[config.mk]
export PLATFORM = sky130hd
export DESIGN_NAME = uart_tx_frame
export DESIGN_NICKNAME = d
export VERILOG_FILES = /design/src/rtl/uart_pkg.sv /design/src/rtl/uart_tx_parity_calc.sv /design/src/rtl/uart_tx_frame.sv
export SDC_FILE = /design/constraint.sdc
export NUM_CORES = 1
export LEC_CHECK = 0
export CAP_MARGIN = 20
export CORE_MARGIN = 2
export CORE_UTILIZATION = 41
export CTS_CLUSTER_DIAMETER = 30
export DETAILED_ROUTE_END_ITERATION = 8
export GPL_TIMING_DRIVEN = 0
export SETUP_SLACK_MARGIN = 0.15
export SLEW_MARGIN = 5
export SYNTH_ARGS = -nofsm -noshare
export SYNTH_HDL_FRONTEND = slang
export SYNTH_SLANG_ARGS = --single-unit
[constraint.sdc]
create_clock -name CLK -period 2.2 [get_ports CLK]
set_clock_uncertainty 0.2 [all_clocks]
set_input_delay 0.22 -clock CLK [delete_from_list [all_inputs] [get_ports CLK]]
set_output_delay 0.22 -clock CLK [all_outputs]
set_load 0.02 [all_outputs]
[src/rtl/uart_pkg.sv]
// Shared types and constants for the UART transmit path.
package uart_pkg;

    typedef enum logic [2:0] {
        StIdle,
        StStart,
        StData,
        StParity,
        StStop
    } tx_state_e;

    localparam logic        PAR_EVEN           = 1'b0;
    localparam logic        PAR_ODD            = 1'b1;
    localparam int unsigned DEFAULT_DATA_WIDTH = 8;
    localparam logic        IDLE_LEVEL         = 1'b1;

endpackage

[src/rtl/uart_tx_parity_calc.sv]
// Combinational parity of the latched transmit byte; polarity matches the RX checker.
module uart_tx_parity_calc
    import uart_pkg::*;
#(
    parameter int unsigned DATA_WIDTH = DEFAULT_DATA_WIDTH
) (
    input  logic [DATA_WIDTH-1:0] data,
    input  logic                  par_typ,
    output logic                  parity
);

    always_comb begin
        parity = ^data;
        if (par_typ == PAR_ODD) begin
            parity = ~^data;
        end
    end

endmodule

[src/rtl/uart_tx_frame.sv]
// UART frame transmitter: start, LSB-first data, optional parity, one stop bit.
// Parity support is compiled in only when UART_TX_PARITY_EN is defined.
module uart_tx_frame
    import uart_pkg::*;
#(
    parameter int unsigned DATA_WIDTH  = DEFAULT_DATA_WIDTH,
    parameter int unsigned PRESC_WIDTH = 6
) (
    input  logic                   CLK,
    input  logic                   RST,
    input  logic [DATA_WIDTH-1:0]  P_DATA,
    input  logic                   DATA_VALID,
    input  logic                   PAR_EN,
    input  logic                   PAR_TYP,
    input  logic [PRESC_WIDTH-1:0] PRESCALE,
    output logic                   TX_OUT,
    output logic                   BUSY
);

    localparam int unsigned IDX_WIDTH = (DATA_WIDTH > 1) ? $clog2(DATA_WIDTH) : 1;
    localparam logic [IDX_WIDTH-1:0] LAST_IDX = IDX_WIDTH'(DATA_WIDTH - 1);

    tx_state_e              state_q;
    logic [DATA_WIDTH-1:0]  data_q;
    logic [PRESC_WIDTH-1:0] presc_q;
    logic [PRESC_WIDTH-1:0] cnt_q;
    logic [IDX_WIDTH-1:0]   idx_q;
    logic [IDX_WIDTH-1:0]   idx_nxt;
    logic                   bit_done;

    assign idx_nxt  = idx_q + IDX_WIDTH'(1);
    assign bit_done = (cnt_q == presc_q - PRESC_WIDTH'(1));

`ifdef UART_TX_PARITY_EN
    logic par_en_q;
    logic par_typ_q;
    logic parity_bit;

    uart_tx_parity_calc #(
        .DATA_WIDTH(DATA_WIDTH)
    ) u_parity_calc (
        .data   (data_q),
        .par_typ(par_typ_q),
        .parity (parity_bit)
    );
`else
    logic unused_par_inputs;
    assign unused_par_inputs = PAR_EN ^ PAR_TYP;
`endif

    // Outputs are loaded with the value of the state being entered, so they are pure flops.
    always_ff @(posedge CLK or negedge RST) begin
        if (!RST) begin
            state_q   <= StIdle;
            data_q    <= '0;
            presc_q   <= '0;
            cnt_q     <= '0;
            idx_q     <= '0;
            TX_OUT    <= IDLE_LEVEL;
            BUSY      <= 1'b0;
`ifdef UART_TX_PARITY_EN
            par_en_q  <= 1'b0;
            par_typ_q <= PAR_EVEN;
`endif
        end else begin
            case (state_q)
                StIdle: begin
                    TX_OUT <= IDLE_LEVEL;
                    BUSY   <= 1'b0;
                    cnt_q  <= '0;
                    idx_q  <= '0;
                    if (DATA_VALID) begin
                        data_q    <= P_DATA;
                        presc_q   <= (PRESCALE == '0) ? PRESC_WIDTH'(1) : PRESCALE;
`ifdef UART_TX_PARITY_EN
                        par_en_q  <= PAR_EN;
                        par_typ_q <= PAR_TYP;
`endif
                        state_q   <= StStart;
                        TX_OUT    <= 1'b0;
                        BUSY      <= 1'b1;
                    end
                end

                StStart: begin
                    if (bit_done) begin
                        cnt_q   <= '0;
                        idx_q   <= '0;
                        state_q <= StData;
                        TX_OUT  <= data_q[0];
                    end else begin
                        cnt_q <= cnt_q + PRESC_WIDTH'(1);
                    end
                end

                StData: begin
                    if (bit_done) begin
                        cnt_q <= '0;
                        if (idx_q == LAST_IDX) begin
`ifdef UART_TX_PARITY_EN
                            if (par_en_q) begin
                                state_q <= StParity;
                                TX_OUT  <= parity_bit;
                            end else begin
                                state_q <= StStop;
                                TX_OUT  <= IDLE_LEVEL;
                            end
`else
                            state_q <= StStop;
                            TX_OUT  <= IDLE_LEVEL;
`endif
                        end else begin
                            idx_q  <= idx_nxt;
                            TX_OUT <= data_q[idx_nxt];
                        end
                    end else begin
                        cnt_q <= cnt_q + PRESC_WIDTH'(1);
                    end
                end

`ifdef UART_TX_PARITY_EN
                StParity: begin
                    if (bit_done) begin
                        cnt_q   <= '0;
                        state_q <= StStop;
                        TX_OUT  <= IDLE_LEVEL;
                    end else begin
                        cnt_q <= cnt_q + PRESC_WIDTH'(1);
                    end
                end
`endif

                StStop: begin
                    if (bit_done) begin
                        cnt_q   <= '0;
                        state_q <= StIdle;
                        TX_OUT  <= IDLE_LEVEL;
                        BUSY    <= 1'b0;
                    end else begin
                        cnt_q <= cnt_q + PRESC_WIDTH'(1);
                    end
                end

                default: begin
                    state_q <= StIdle;
                    cnt_q   <= '0;
                    TX_OUT  <= IDLE_LEVEL;
                    BUSY    <= 1'b0;
                end
            endcase
        end
    end

endmodule

==> impl_metrics.toml <==
[status]
status = "finished, final reports clean"

[cts]
clk_path_buf_depth = 2
htree_levels = 1
cts_hold_buf = 0
cts_root_buf = "clkbuf_8"
clk_latency_ns = 0.28
cts_made_buffers = 3
cts_tree = "done"
numClockSinks = 28
clkSlewWorstSetupHoldPaths_ns = 0.10

[critical_path]
cp-start-kind = "flop"
cp.required_ns = 2.17
cp.arrival_ns = 2.13
reg2reg_slack_ns = 0.04
cp_max_fo = 10
end_kind = "flop"
critical_path_class = "reg -> reg"

[layout]
diodes = 0
syn2layout_area_growth_pct = 33.1
drive_gt1_share_pct = 34.1
fin_cells = 224
fin_nets = 200
fillers = 308

[place]
dp_cells = 212
dp_hpwl_mm = 2.44
dp_slack_ns = -0.364
place.gp.congestion = 0.784
numPortBuffers = 18

[route]
drt_iter0_markers = 45
routed_wl_mm = 3.28
post_drt_wl_per_cell_um = 14.7
num_vias = 1194
ant_nets = 0
firstDrtPassIters = 4
vias_per_cell = 5.33
route.detailed.drc = 0

[timing]
timing.final.crit_share_pct = 98.2
maxSlewViolCount = 0
relSlewSlack_pct = 63.7
finalSetupViolCount = 0
setup_ws_ns = 0.0402
min_period_ns = 2.16
tightest_slew_ns = 0.542
hold_violations = 0
rsz0062_at_grt = "yes"
max_freq_mhz = 463

[global_route]
grt_usage_pct = 17.7
grt_max_degree = 20
grt_pass1_vias = 1279
grt.overflow.total = 0
grt_pass1_wl_mm = 5.87
grt_antenna_before_repair = 0

[logic_synthesis]
postSynthAreaPerCell_um2 = 10.9
yosysWarnings = 0
synth_cells = 145
synth_fp_nets = 168
synth_ff_type = "dfrtp_1"
synth_seq_area_share_pct = 44.4
synth_cell_types = 40
syn_area_um2 = 1580
synth_edf_count = 0
ys_ff_latch = 28
async_flop_share_pct = 100

[floorplan]
num_rows = 22
die_w_um = 66.1
core_um2 = 3690
io_pins = 21
start_util_pct = 42.9
dieArea_um2 = 4370
fp.dieH_um = 66.1

[power]
report.power.total_mw = 2.68
power_density_nw_per_um2 = 1270
max-vdd-ir-drop_mv = 0.584
p_leak_nw = 0.854

[worst_hold_path]
hold_path.class = "in -> async"

[flow_run]
maxCapViolations = 0
[cells in the final DEF (no fill, tap or decap), drive strengths merged, types with 2 or more instances in the layout]
| master | instances |
|---|---|
| dfrtp | 27 |
| mux4 | 2 |
| nand2b | 2 |
| nand2 | 10 |
| clkbuf | 9 |
| nor2 | 11 |
| nand3b | 2 |
| inv | 8 |
| o31ai | 2 |
| clkdlybuf4s50 | 18 |
| and3 | 2 |
| mux2 | 12 |
| o41ai | 3 |
| or4 | 2 |
| o22ai | 3 |
| o21ai | 12 |
| a21oi | 3 |
| nor3 | 5 |
| xnor2 | 8 |
| xor2 | 3 |
| o41a | 3 |
| or2 | 2 |
| ha | 4 |
| nand3 | 5 |
| buf | 10 |
[final timing paths]
| check | startpoint | end | depth (start not counted) |
|---|---|---|---|
| min in group CLK | data_q[2] | data_q[2] | 1 |
| setup reg to reg | presc_q[1] | idx_q[0] | 7 |
| max in group asynchronous | RST | idx_q[0] | 2 |
| hold reg to reg | data_q[2] | data_q[2] | 1 |
| hold / removal | RST | cnt_q[1] | 1 |
| setup / recovery | presc_q[1] | idx_q[0] | 7 |
[synth_stat cells, types with 2 or more instances]
cell type	number	share of area [%]
and3_1	2	0.79
dfrtp_1	27	43
xor2_1	3	1.7
mux2_2	12	8.5
clkbuf_8	4	3.5
nand2_1	10	2.4
nand3_1	5	1.6
mux4_2	2	2.8
o21ai_0	10	3.2
nor3_2	2	1.3
o41a_1	3	2.1
nor2_1	11	2.6
a21oi_1	3	0.95
nand2b_1	2	0.79
o41ai_1	3	1.7
xnor2_1	8	4.4
ha_1	4	3.2
nor3_1	3	0.95
inv_1	8	1.9
o22ai_1	2	0.79
nand3b_1	2	0.95
[layout make-up]
class | instances | area (um2) | share of cell area (%)
clock buffer | 4 | 55.1 | 2.61
inverter | 8 | 30.0 | 1.43
sequential | 28 | 704 | 33.5
multi-input combinational | 103 | 907 | 43.1
buffer | 6 | 71.3 | 3.39
tap | 48 | 60.1 | 2.85
timing repair buffer | 27 | 278 | 13.2
[logic make-up after synthesis]
| logic type | count (synthesis) | share of synthesized area (%) |
|---|---|---|
| and+or+nand+nor | 42 | 13.7 |
| AOI/OAI and AO/OA | 31 | 14.3 |
| DFF | 28 | 44.4 |
| muxes | 15 | 12.0 |
| buffers and inverters | 14 | 6.33 |
| xor gates and xnor gates | 11 | 6.09 |
| adders and majority gates | 4 | 3.16 |
[critical path: stages, from the launching register on]
cell	delay [ns]
dfrtp_1	0.42
inv_2	0.09
ha_4	0.21
xnor2_2	0.12
or4_4	0.47
buf_6	0.17
o41ai_2	0.27
o21ai_1	0.09
[sequential cells by signal (all words and copies together) (netlist names)]
signal	cells
TX_OUT	1
state_q	3
data_q	8
presc_q	6
BUSY	1
cnt_q	6
idx_q	3
[routing by layer]
layer	wire length (um)	share of wire, %	global-route usage (%)
met2	1660	50	30.3
met4	55	1.7	6.89
met1	1470	45	22.3
met5	0	0	0
met3	97	3.0	2.56
[report_power, final]
part / internal (mW) / leakage, nW / switching, mW
clock network: 0.160 / 0.0288 / 0.163
logic: 0.781 / 0.480 / 0.662
registers: 0.721 / 0.346 / 0.192
[what timing repair did]
action                     in CTS  in global routing
cloned                          1                  0
gates resized for setup        11                  7
setup endpoints to repair      14                 14
hold endpoints to repair        0                  0
pin swaps                       6                  0
buffers inserted                6                  1
[through the flow]
stage	hold WS [ns]	area [um2]	utilization [%]	setup TNS (ns)
2_1_floorplan	-0.276	1640	-	0
3_3_place_gp	0.288	1880	50.9	-1.11
3_5_place_dp	0.299	1910	51.7	-1.53
4_1_cts	0.105	2070	56.1	0
5_1_grt	0.131	2110	57.1	-0.112
6_report	0.0871	2110	57.1	0
No activity file was read; power rests on OpenSTA's default activity.
